<file path="src/rtl/clock_meter_pkg.sv">
// Shared types and constants for the clock period meter.
package clock_meter_pkg;

   localparam int unsigned CNT_W_DEF = 8;

   function automatic int unsigned cnt_max(input int unsigned w);
      return (32'd1 << w) - 32'd1;
   endfunction

   localparam int unsigned CNT_MAX = cnt_max(CNT_W_DEF);

   typedef enum logic [1:0] {
      StIdle    = 2'b00,
      StArm     = 2'b01,
      StMeasure = 2'b10
   } state_e;

endpackage

</file>
<file path="src/rtl/clock_period_meter_if.sv">
// Request/result bundle between a measurement requester and the clock period meter.
interface clock_period_meter_if #(
   parameter int unsigned CNT_W = clock_meter_pkg::CNT_W_DEF
);
   logic             meas_in;
   logic             start;
   logic             busy;
   logic             valid;
   logic             timeout;
   logic [CNT_W-1:0] period;
   logic [CNT_W-1:0] high_time;

   modport master (
      output meas_in, start,
      input  busy, valid, timeout, period, high_time
   );

   modport slave (
      input  meas_in, start,
      output busy, valid, timeout, period, high_time
   );
endinterface

</file>
<file path="src/rtl/sync_edge_detect.sv">
// Multi-flop synchroniser for an asynchronous input followed by rise/fall detection.
module sync_edge_detect #(
   parameter int unsigned SYNC_STAGES = 2
) (
   input  logic clk,
   input  logic rst,
   input  logic d,
   output logic rise,
   output logic fall
);

   logic [SYNC_STAGES-1:0] sync_q;
   logic                   hist_q;
   logic                   sync_out;

   assign sync_out = sync_q[SYNC_STAGES-1];

   always_ff @(posedge clk or posedge rst) begin
      if (rst) begin
         sync_q <= '0;
         hist_q <= 1'b0;
      end else begin
         sync_q <= {sync_q[SYNC_STAGES-2:0], d};
         hist_q <= sync_out;
      end
   end

   assign rise = sync_out & ~hist_q;
   assign fall = ~sync_out & hist_q;

endmodule

</file>
<file path="src/rtl/clock_period_meter.sv">
// Measures period and high time of an asynchronous clock-like input in system clock cycles.
module clock_period_meter
   import clock_meter_pkg::*;
#(
   parameter int unsigned CNT_W       = CNT_W_DEF,
   parameter int unsigned SYNC_STAGES = 2
) (
   input logic                 clk,
   input logic                 rst,
   clock_period_meter_if.slave bus
);

   localparam logic [CNT_W-1:0] CntMax = CNT_W'(cnt_max(CNT_W));
   // Timeout fires on the edge where the counter would reach CntMax.
   localparam logic [CNT_W-1:0] CntSat = CNT_W'(cnt_max(CNT_W) - 32'd1);
   localparam logic [CNT_W-1:0] One    = CNT_W'(1);

   state_e           state_q, state_d;
   logic [CNT_W-1:0] cnt_q, cnt_d;
   logic [CNT_W-1:0] hcap_q, hcap_d;
   logic [CNT_W-1:0] period_q, period_d;
   logic [CNT_W-1:0] high_q, high_d;
   logic             seen_q, seen_d;
   logic             valid_q, valid_d;
   logic             timeout_q, timeout_d;
   logic             rise, fall, sat;

   sync_edge_detect #(
      .SYNC_STAGES(SYNC_STAGES)
   ) u_sync (
      .clk  (clk),
      .rst  (rst),
      .d    (bus.meas_in),
      .rise (rise),
      .fall (fall)
   );

   assign sat = (cnt_q == CntSat);

   always_ff @(posedge clk or posedge rst) begin
      if (rst) begin
         state_q <= StIdle;
      end else begin
         state_q <= state_d;
      end
   end

   always_comb begin
      state_d = state_q;
      unique case (state_q)
         StIdle:    if (bus.start) state_d = StArm;
         StArm:     if (rise) state_d = StMeasure;
                    else if (sat) state_d = StIdle;
         StMeasure: if (rise || sat) state_d = StIdle;
         default:   state_d = StIdle;
      endcase
   end

   always_comb begin
      cnt_d     = cnt_q;
      hcap_d    = hcap_q;
      seen_d    = seen_q;
      period_d  = period_q;
      high_d    = high_q;
      valid_d   = valid_q;
      timeout_d = timeout_q;
      unique case (state_q)
         StIdle: begin
            if (bus.start) begin
               cnt_d     = '0;
               seen_d    = 1'b0;
               valid_d   = 1'b0;
               timeout_d = 1'b0;
            end
         end
         StArm: begin
            if (rise) begin
               cnt_d = One;
            end else if (sat) begin
               period_d  = CntMax;
               high_d    = CntMax;
               timeout_d = 1'b1;
            end else begin
               cnt_d = cnt_q + One;
            end
         end
         StMeasure: begin
            if (fall && !seen_q) begin
               hcap_d = cnt_q;
               seen_d = 1'b1;
            end
            if (rise) begin
               period_d = cnt_q;
               high_d   = seen_d ? hcap_d : CntMax;
               valid_d  = 1'b1;
            end else if (sat) begin
               period_d  = CntMax;
               high_d    = seen_d ? hcap_d : CntMax;
               timeout_d = 1'b1;
            end else begin
               cnt_d = cnt_q + One;
            end
         end
         default: begin
         end
      endcase
   end

   always_ff @(posedge clk or posedge rst) begin
      if (rst) begin
         cnt_q     <= '0;
         hcap_q    <= '0;
         seen_q    <= 1'b0;
         period_q  <= '0;
         high_q    <= '0;
         valid_q   <= 1'b0;
         timeout_q <= 1'b0;
      end else begin
         cnt_q     <= cnt_d;
         hcap_q    <= hcap_d;
         seen_q    <= seen_d;
         period_q  <= period_d;
         high_q    <= high_d;
         valid_q   <= valid_d;
         timeout_q <= timeout_d;
      end
   end

   assign bus.busy      = (state_q != StIdle);
   assign bus.valid     = valid_q;
   assign bus.timeout   = timeout_q;
   assign bus.period    = period_q;
   assign bus.high_time = high_q;

endmodule

</file>
<file path="src/flat_wrapper.sv">
// flat-port wrapper written by rule: the top's interface ports become plain ports
module clock_period_meter_flat import clock_meter_pkg::*;
#(
   parameter int unsigned CNT_W       = CNT_W_DEF,
   parameter int unsigned SYNC_STAGES = 2
)
  (clk, rst, bus_meas_in, bus_start, bus_busy, bus_valid, bus_timeout, bus_period, bus_high_time);
  clock_period_meter_if #(.CNT_W(CNT_W)) bus_i ();
  input logic clk;
  input logic rst;
  input wire logic [$bits(bus_i.meas_in)-1:0] bus_meas_in;
  input wire logic [$bits(bus_i.start)-1:0] bus_start;
  output wire logic [$bits(bus_i.busy)-1:0] bus_busy;
  output wire logic [$bits(bus_i.valid)-1:0] bus_valid;
  output wire logic [$bits(bus_i.timeout)-1:0] bus_timeout;
  output wire logic [$bits(bus_i.period)-1:0] bus_period;
  output wire logic [$bits(bus_i.high_time)-1:0] bus_high_time;
  assign bus_i.meas_in = bus_meas_in;
  assign bus_i.start = bus_start;
  assign bus_busy = bus_i.busy;
  assign bus_valid = bus_i.valid;
  assign bus_timeout = bus_i.timeout;
  assign bus_period = bus_i.period;
  assign bus_high_time = bus_i.high_time;
  clock_period_meter #(.CNT_W(CNT_W), .SYNC_STAGES(SYNC_STAGES)) u_core (.clk(clk), .rst(rst), .bus(bus_i));
endmodule
</file>
<file path="config.mk">
export PLATFORM = sky130hd
export DESIGN_NAME = clock_period_meter_flat
export DESIGN_NICKNAME = d
export VERILOG_FILES = /design/src/rtl/clock_meter_pkg.sv /design/src/rtl/clock_period_meter_if.sv /design/src/rtl/sync_edge_detect.sv /design/src/rtl/clock_period_meter.sv /design/src/flat_wrapper.sv
export SDC_FILE = /design/constraint.sdc
export NUM_CORES = 1
export LEC_CHECK = 0
export BUFFER_PORTS_ARGS = -buffer_cell sky130_fd_sc_hd__clkbuf_2
export CAP_MARGIN = 30
export CORE_ASPECT_RATIO = 1.25
export CORE_MARGIN = 2
export CORE_UTILIZATION = 57
export DETAILED_ROUTE_END_ITERATION = 16
export PLACE_DENSITY = 0.78
export SYNTH_ARGS = -nofsm -noshare
export SYNTH_HDL_FRONTEND = slang
export SYNTH_SLANG_ARGS = --single-unit
</file>
<file path="constraint.sdc">
create_clock -name clk -period 2.4 [get_ports clk]
set_clock_uncertainty 0.1 [all_clocks]
set_input_delay 0.24 -clock clk [delete_from_list [all_inputs] [get_ports clk]]
set_output_delay 0.24 -clock clk [all_outputs]
set_load 0.02 [all_outputs]
</file>
==> results of run 1 <==
[power by group through the flow]
stage	logic [mW]	clock network, mW	registers, mW
after floorplan	0.509	0	1.06
after global placement	0.823	0	0.934
after detailed placement	0.860	0	0.953
after CTS	0.870	0.474	0.938
after global routing	0.942	0.496	0.956
final	0.869	0.464	0.938
[worst paths after layout]
path | start | end | slack (ns) | cells after the start
hold reg to reg | u_core.u_sync.sync_q[0]$_DFF_PP0_ | u_core.u_sync.sync_q[1]$_DFF_PP0_ | 0.26 | 0
hold / removal | bus_start | u_core.state_q[0]$_DFFE_PP0P_ | 0.16 | 3
max in group asynchronous | rst | u_core.hcap_q[2]$_DFFE_PP0N_ | 1.37 | 4
min in group asynchronous | rst | u_core.seen_q$_DFFE_PP0P_ | 0.47 | 4
setup reg to reg | u_core.cnt_q[0]$_DFFE_PP0P_ | u_core.bus.high_time[3]$_DFFE_PP0P_ | 0.13 | 6
setup / recovery | u_core.cnt_q[0]$_DFFE_PP0P_ | u_core.bus.high_time[3]$_DFFE_PP0P_ | 0.13 | 6
[placed cells by master, fill, tap and decap left out, types with 2 or more instances in the layout]
| cell type | count |
|---|---|
| dfrtp_1 | 40 |
| clkbuf_2 | 22 |
| nand2_1 | 16 |
| mux2_2 | 14 |
| o21ai_0 | 11 |
| inv_1 | 10 |
| nand3_1 | 10 |
| o22a_1 | 10 |
| a21oi_1 | 7 |
| ha_1 | 6 |
| clkbuf_8 | 6 |
| buf_4 | 6 |
| nor2_1 | 5 |
| o211ai_1 | 4 |
| a22o_1 | 3 |
| a31oi_1 | 3 |
| nor2b_1 | 2 |
| nand4_1 | 2 |
| nor4_1 | 2 |
| or2_2 | 2 |
| mux2_4 | 2 |
| and4_1 | 2 |
| a21o_1 | 2 |
| clkbuf_1 | 2 |
| dlygate4sd3_1 | 2 |
[synthesized netlist by cell type (3+ instances only)]
| master | count |
|---|---|
| mux2_2 | 14 |
| buf_2 | 7 |
| dfrtp_1 | 40 |
| o21ai_0 | 11 |
| nand3_1 | 10 |
| inv_1 | 10 |
| ha_1 | 6 |
| nand2_1 | 16 |
| o211ai_1 | 4 |
| a31oi_1 | 3 |
| a22o_1 | 3 |
| a21oi_1 | 7 |
| nor2_1 | 5 |
| o22a_1 | 10 |
[state kept, by name, summed over array words and instances, names as in the netlist]
register              cells
u_core.u_sync.hist_q      1
u_core.bus.high_time      8
u_core.u_sync.sync_q      2
u_core.bus.valid          1
u_core.cnt_q              8
u_core.hcap_q             8
u_core.bus.period         8
u_core.bus.timeout        1
u_core.seen_q             1
u_core.state_q            2
[tightest hold or removal path: cells and delay by family]
kind            cells  cell delay [ns]
compound gates      2             0.18
buf+inv             1             0.10
[kinds of logic after synthesis]
| group | count (synthesis) |
|---|---|
| buffers and inverters | 22 |
| flip-flops | 40 |
| multiplexers | 16 |
| AO/OA/AOI/OAI | 46 |
| AND/OR/NAND/NOR | 52 |
| adder cells (fa/ha/maj) | 6 |
[area by class of cell]
cell class / instances / area [sq um] / area share
clock buffer: 8 / 90.09 / 0.04056
inverter: 10 / 37.54 / 0.01690
multi-input combinational: 120 / 868.3 / 0.3910
sequential: 40 / 1001 / 0.4507
tap: 39 / 48.80 / 0.02197
timing repair buffer: 30 / 175.2 / 0.07887
[metal layers]
metal / vias up / global-route usage / routed length, um / share of wire
li1: 695 / - / - / -
met4: 0 / 0.1059 / 96 / 0.023
met1: 732 / 0.2681 / 1698 / 0.41
met2: 45 / 0.3798 / 2157 / 0.52
met3: 8 / 0.06111 / 233 / 0.056
met5: - / 0 / 0 / 0
==> flow_summary.ini, run 1 <==
[sta]
tns_ns = 0
hold_violations = 0
fmax_ghz = 0.4407
drv_slew = 0
rsz0062_at_grt = no
fin_crit_sh = 0.9454
fin_crit_ns = 2.269
tightest_slew_ns = 0.4963
slew_headroom = 0.6691
finalWorstSetupSlack_ns = 0.1311
setup_violations = 0
whs_ns = 0.1595

[outcome]
status = finished clean

[clock_network]
root_buffer = clkbuf_8
cts_tree = done
numCtsBuffers = 5
cts_num_sinks = 40
htree_levels = 2
postCtsHoldBufs = 2
clkLatencyLatePin_ns = 0.30
cts_setup_buffers = 0
clkTransAtPathRegs_ns = 0.08
cts_resized = 0
cts_buffer_depth = 2

[pwr]
power.total_mw = 2.271
p_per_area_nw_per_um2 = 1022
p_int_mw = 1.414
clockPowerShare = 0.204
ir_worst_vdd_v = 0.0007466
leakagePower_nw = 0.9992
p_switching_mw = 0.8566
seq_power_share = 0.413
p_sw_frac = 0.3772
comb_power_share = 0.383

[floorplanning]
start_util = 0.5804
num_io_pins = 23
die-area_sq_um = 3977
row_count = 24
core_sq_um = 3423
die_h_um = 70.01
die_w_um = 56.81

[synth]
yosysTopAreaCell = dfrtp_1
synth_compound_area_frac = 0.1606
ys.flop_type = dfrtp_1
syn_area_per_cell_sq_um = 10.92
synth_edf_count = 0
ys_seq_area_frac = 0.5038
synth_top_area_share = 0.5038
synth_mux_area_frac = 0.09446
synth_top_family_by_area = compound AO/OA/AOI/OAI gates
synth-xor-area-share = 0
ys_ff_latch = 40
postSynth.asyncResetShare = 1.000
syn_inst = 182
ys_warn_count = 0
synthAdderAreaFrac = 0.03778
synth.area.top_cells = dfrtp_1, mux2_2, o22a_1
synthesis.area_sq_um = 1987
syn_nets = 192
yosys.area_share.simple = 0.1442
yosysUniqueCellTypes = 41

[worst_setup_path]
crit_chain = inv_1 > ha_1 > nand3_1 > nor2_2 > o211a_1 > mux2_2
cp_top_family = flip-flops
crit_required_ns = 2.48
critPathBufInv = 1
cp-end-kind = flip-flop
start_kind = flip-flop
path_class = flip-flop to flip-flop
cpPeakStageDelay_ns = 0.50
arrival_ns = 2.35
crit_path_max_fanout = 9
cp_slowest_cell = dfrtp_1

[global_routing]
grt_pass1_wl_um = 6762
grt_max_degree = 41
grt_pass1_vias = 1443
grt_use_total = 0.2266
antenna_found_initial = 0
overflow = 0

[final_layout]
final_core_utilization = 0.6488
nets = 217
antenna_cells = 0
area_growth_pct = 11.78
nFillCells = 280
stdcell_count = 247
drive_gt1_frac = 0.2788
fin_area_sq_um = 2221

[place]
dpl_cell_area_sq_um = 2111
pre_cts_slack_ns = 0.1731
gp_congestion = 0.8074
io_buffers = 22
dp_hpwl_um = 2963
dp_cells = 237

[routing]
drc = 0
drt-pass1-iter-count = 5
viasPerCell = 5.992
wl_per_cell_um = 16.94
drtIter0Drc = 63
wirelength_um = 4185
drtAntennaViolNets = 0
vias = 1480

[worst_hold_path]
hold_class = input port to flip-flop

[job]
cap_violations = 0
(Power assumes the default switching activity.)
==> inputs of run 2 (changes only) <==
--- a/config.mk
+++ b/config.mk
@@ -7,11 +7,14 @@
 export LEC_CHECK = 0
 export BUFFER_PORTS_ARGS = -buffer_cell sky130_fd_sc_hd__clkbuf_2
 export CAP_MARGIN = 30
+export CELL_PAD_IN_SITES_DETAIL_PLACEMENT = 2
+export CELL_PAD_IN_SITES_GLOBAL_PLACEMENT = 2
 export CORE_ASPECT_RATIO = 1.25
 export CORE_MARGIN = 2
-export CORE_UTILIZATION = 57
+export CORE_UTILIZATION = 38
 export DETAILED_ROUTE_END_ITERATION = 16
-export PLACE_DENSITY = 0.78
+export PLACE_DENSITY_LB_ADDON = 0.1
 export SYNTH_ARGS = -nofsm -noshare
 export SYNTH_HDL_FRONTEND = slang
 export SYNTH_SLANG_ARGS = --single-unit
+export TNS_END_PERCENT = 1
==> flow_summary.ini, run 2 (same netlist as run 1, synthesis figures left out) <==
[outcome]
status = finished clean

[routing]
drtIter0Drc = 47
viasPerCell = 5.558
vias = 1534
drc = 0
drt-pass1-iter-count = 4
drtAntennaViolNets = 0
wl_per_cell_um = 19.79
wirelength_um = 5463

[worst_setup_path]
arrival_ns = 2.29
path_class = flip-flop to flip-flop
critPathBufInv = 0
start_kind = flip-flop
crit_chain = ha_1 > nand3_1 > nor2_2 > o211a_1 > mux2_2
crit_path_max_fanout = 12
crit_required_ns = 2.48
cpPeakStageDelay_ns = 0.51
cp_top_family = compound AO/OA/AOI/OAI gates
cp_slowest_cell = o211a_1
cp-end-kind = flip-flop

[job]
cap_violations = 0

[floorplanning]
die_h_um = 84.85
num_io_pins = 23
start_util = 0.3939
row_count = 29
die-area_sq_um = 5827
die_w_um = 68.68
core_sq_um = 5044

[sta]
slew_headroom = 0.6396
fin_crit_sh = 0.9194
tns_ns = 0
tightest_slew_ns = 0.5406
hold_violations = 0
setup_violations = 0
fmax_ghz = 0.4532
rsz0062_at_grt = no
drv_slew = 0
whs_ns = 0.1706
fin_crit_ns = 2.206

[clock_network]
numCtsBuffers = 5
root_buffer = clkbuf_8
cts_tree = done
htree_levels = 2
cts_num_sinks = 40
clkTransAtPathRegs_ns = 0.08
cts_setup_buffers = 0
cts_resized = 0
clkLatencyLatePin_ns = 0.29
cts_buffer_depth = 2

[worst_hold_path]
hold_class = input port to flip-flop

[final_layout]
final_core_utilization = 0.4622
drive_gt1_frac = 0.3084
antenna_cells = 0
nets = 223
layout_common_cells = dfrtp_1, clkbuf_2, nand2_1
final_common_cell = dfrtp_1
nFillCells = 548
area_growth_pct = 17.32

[global_routing]
overflow = 0
grt_use_total = 0.2140
grt_max_degree = 41
grt_pass1_vias = 1725
antenna_found_initial = 0
grt_pass1_wl_um = 9239

[place]
gp_congestion = 0.7427
dp_hpwl_um = 3934
io_buffers = 22

[pwr]
power.total_mw = 2.464
ir_worst_vdd_v = 0.0005647
leakagePower_nw = 1.050
p_per_area_nw_per_um2 = 1057
-- run 2: changes by cell type in the layout (fill, tap and decap cells not counted) --
cell       delta
buf_4         +6
bufinv_16     +1
clkbuf_1      -2
clkbuf_8      +1
-- run 2: where the power goes --
group	switching (mW)	internal (mW)	total, mW
logic	0.562	0.368	0.929
clock network	0.241	0.367	0.608
registers	0.101	0.825	0.926
-- run 2: final cells by class --
type	count	area [sq um]	share of cell area
clock buffer	7	96.34	0.04133
clock inverter	1	30.03	0.01288
inverter	10	37.54	0.01610
multi-input combinational	120	868.3	0.3725
sequential	40	1001	0.4294
tap	62	77.57	0.03328
timing repair buffer	36	220.2	0.09447
-- run 2: path summary, 6_finish.rpt --
| check | from | endpoint | slack (ns) | cells past startpoint |
|---|---|---|---|---|
| setup / recovery | u_core.cnt_q[1]$_DFFE_PP0P_ | u_core.bus.high_time[6]$_DFFE_PP0P_ | 0.19 | 5 |
| hold / removal | bus_start | u_core.state_q[0]$_DFFE_PP0P_ | 0.17 | 3 |
| setup reg to reg | u_core.cnt_q[1]$_DFFE_PP0P_ | u_core.bus.high_time[6]$_DFFE_PP0P_ | 0.19 | 5 |
| hold reg to reg | u_core.u_sync.sync_q[0]$_DFF_PP0_ | u_core.u_sync.sync_q[1]$_DFF_PP0_ | 0.25 | 0 |
| max in group asynchronous | rst | u_core.cnt_q[3]$_DFFE_PP0P_ | 1.32 | 4 |
| min in group asynchronous | rst | u_core.cnt_q[6]$_DFFE_PP0P_ | 0.52 | 4 |
-- run 2: worst min-delay path, cell delays in order --
cell and delay [ns]:
clkbuf_2 0.10, a21oi_1 0.13, a21oi_1 0.05
-- run 2: timing repair --
item | in CTS | in global routing
hold buffers | 2 | 0
hold endpoints to repair | 41 | 0
setup endpoints to repair | 0 | 0
-- run 2: routing by layer --
metal,share of wire,up-vias,global-route usage
li1,-,704,-
met1,0.43,799,0.2608
met2,0.53,22,0.3767
met3,0.022,9,0.03581
met4,0.016,0,0.06182
met5,0,-,0
-- run 2: metrics by stage --
step                area [sq um]  cells  setup slack [ns]
floorplan                   1987    182            0.4622
global placement            2185    266            0.3145
detailed placement          2185    266            0.1650
CTS                         2331    276            0.1629
global route                2331    276           0.03652
finish                      2331    276            0.1935
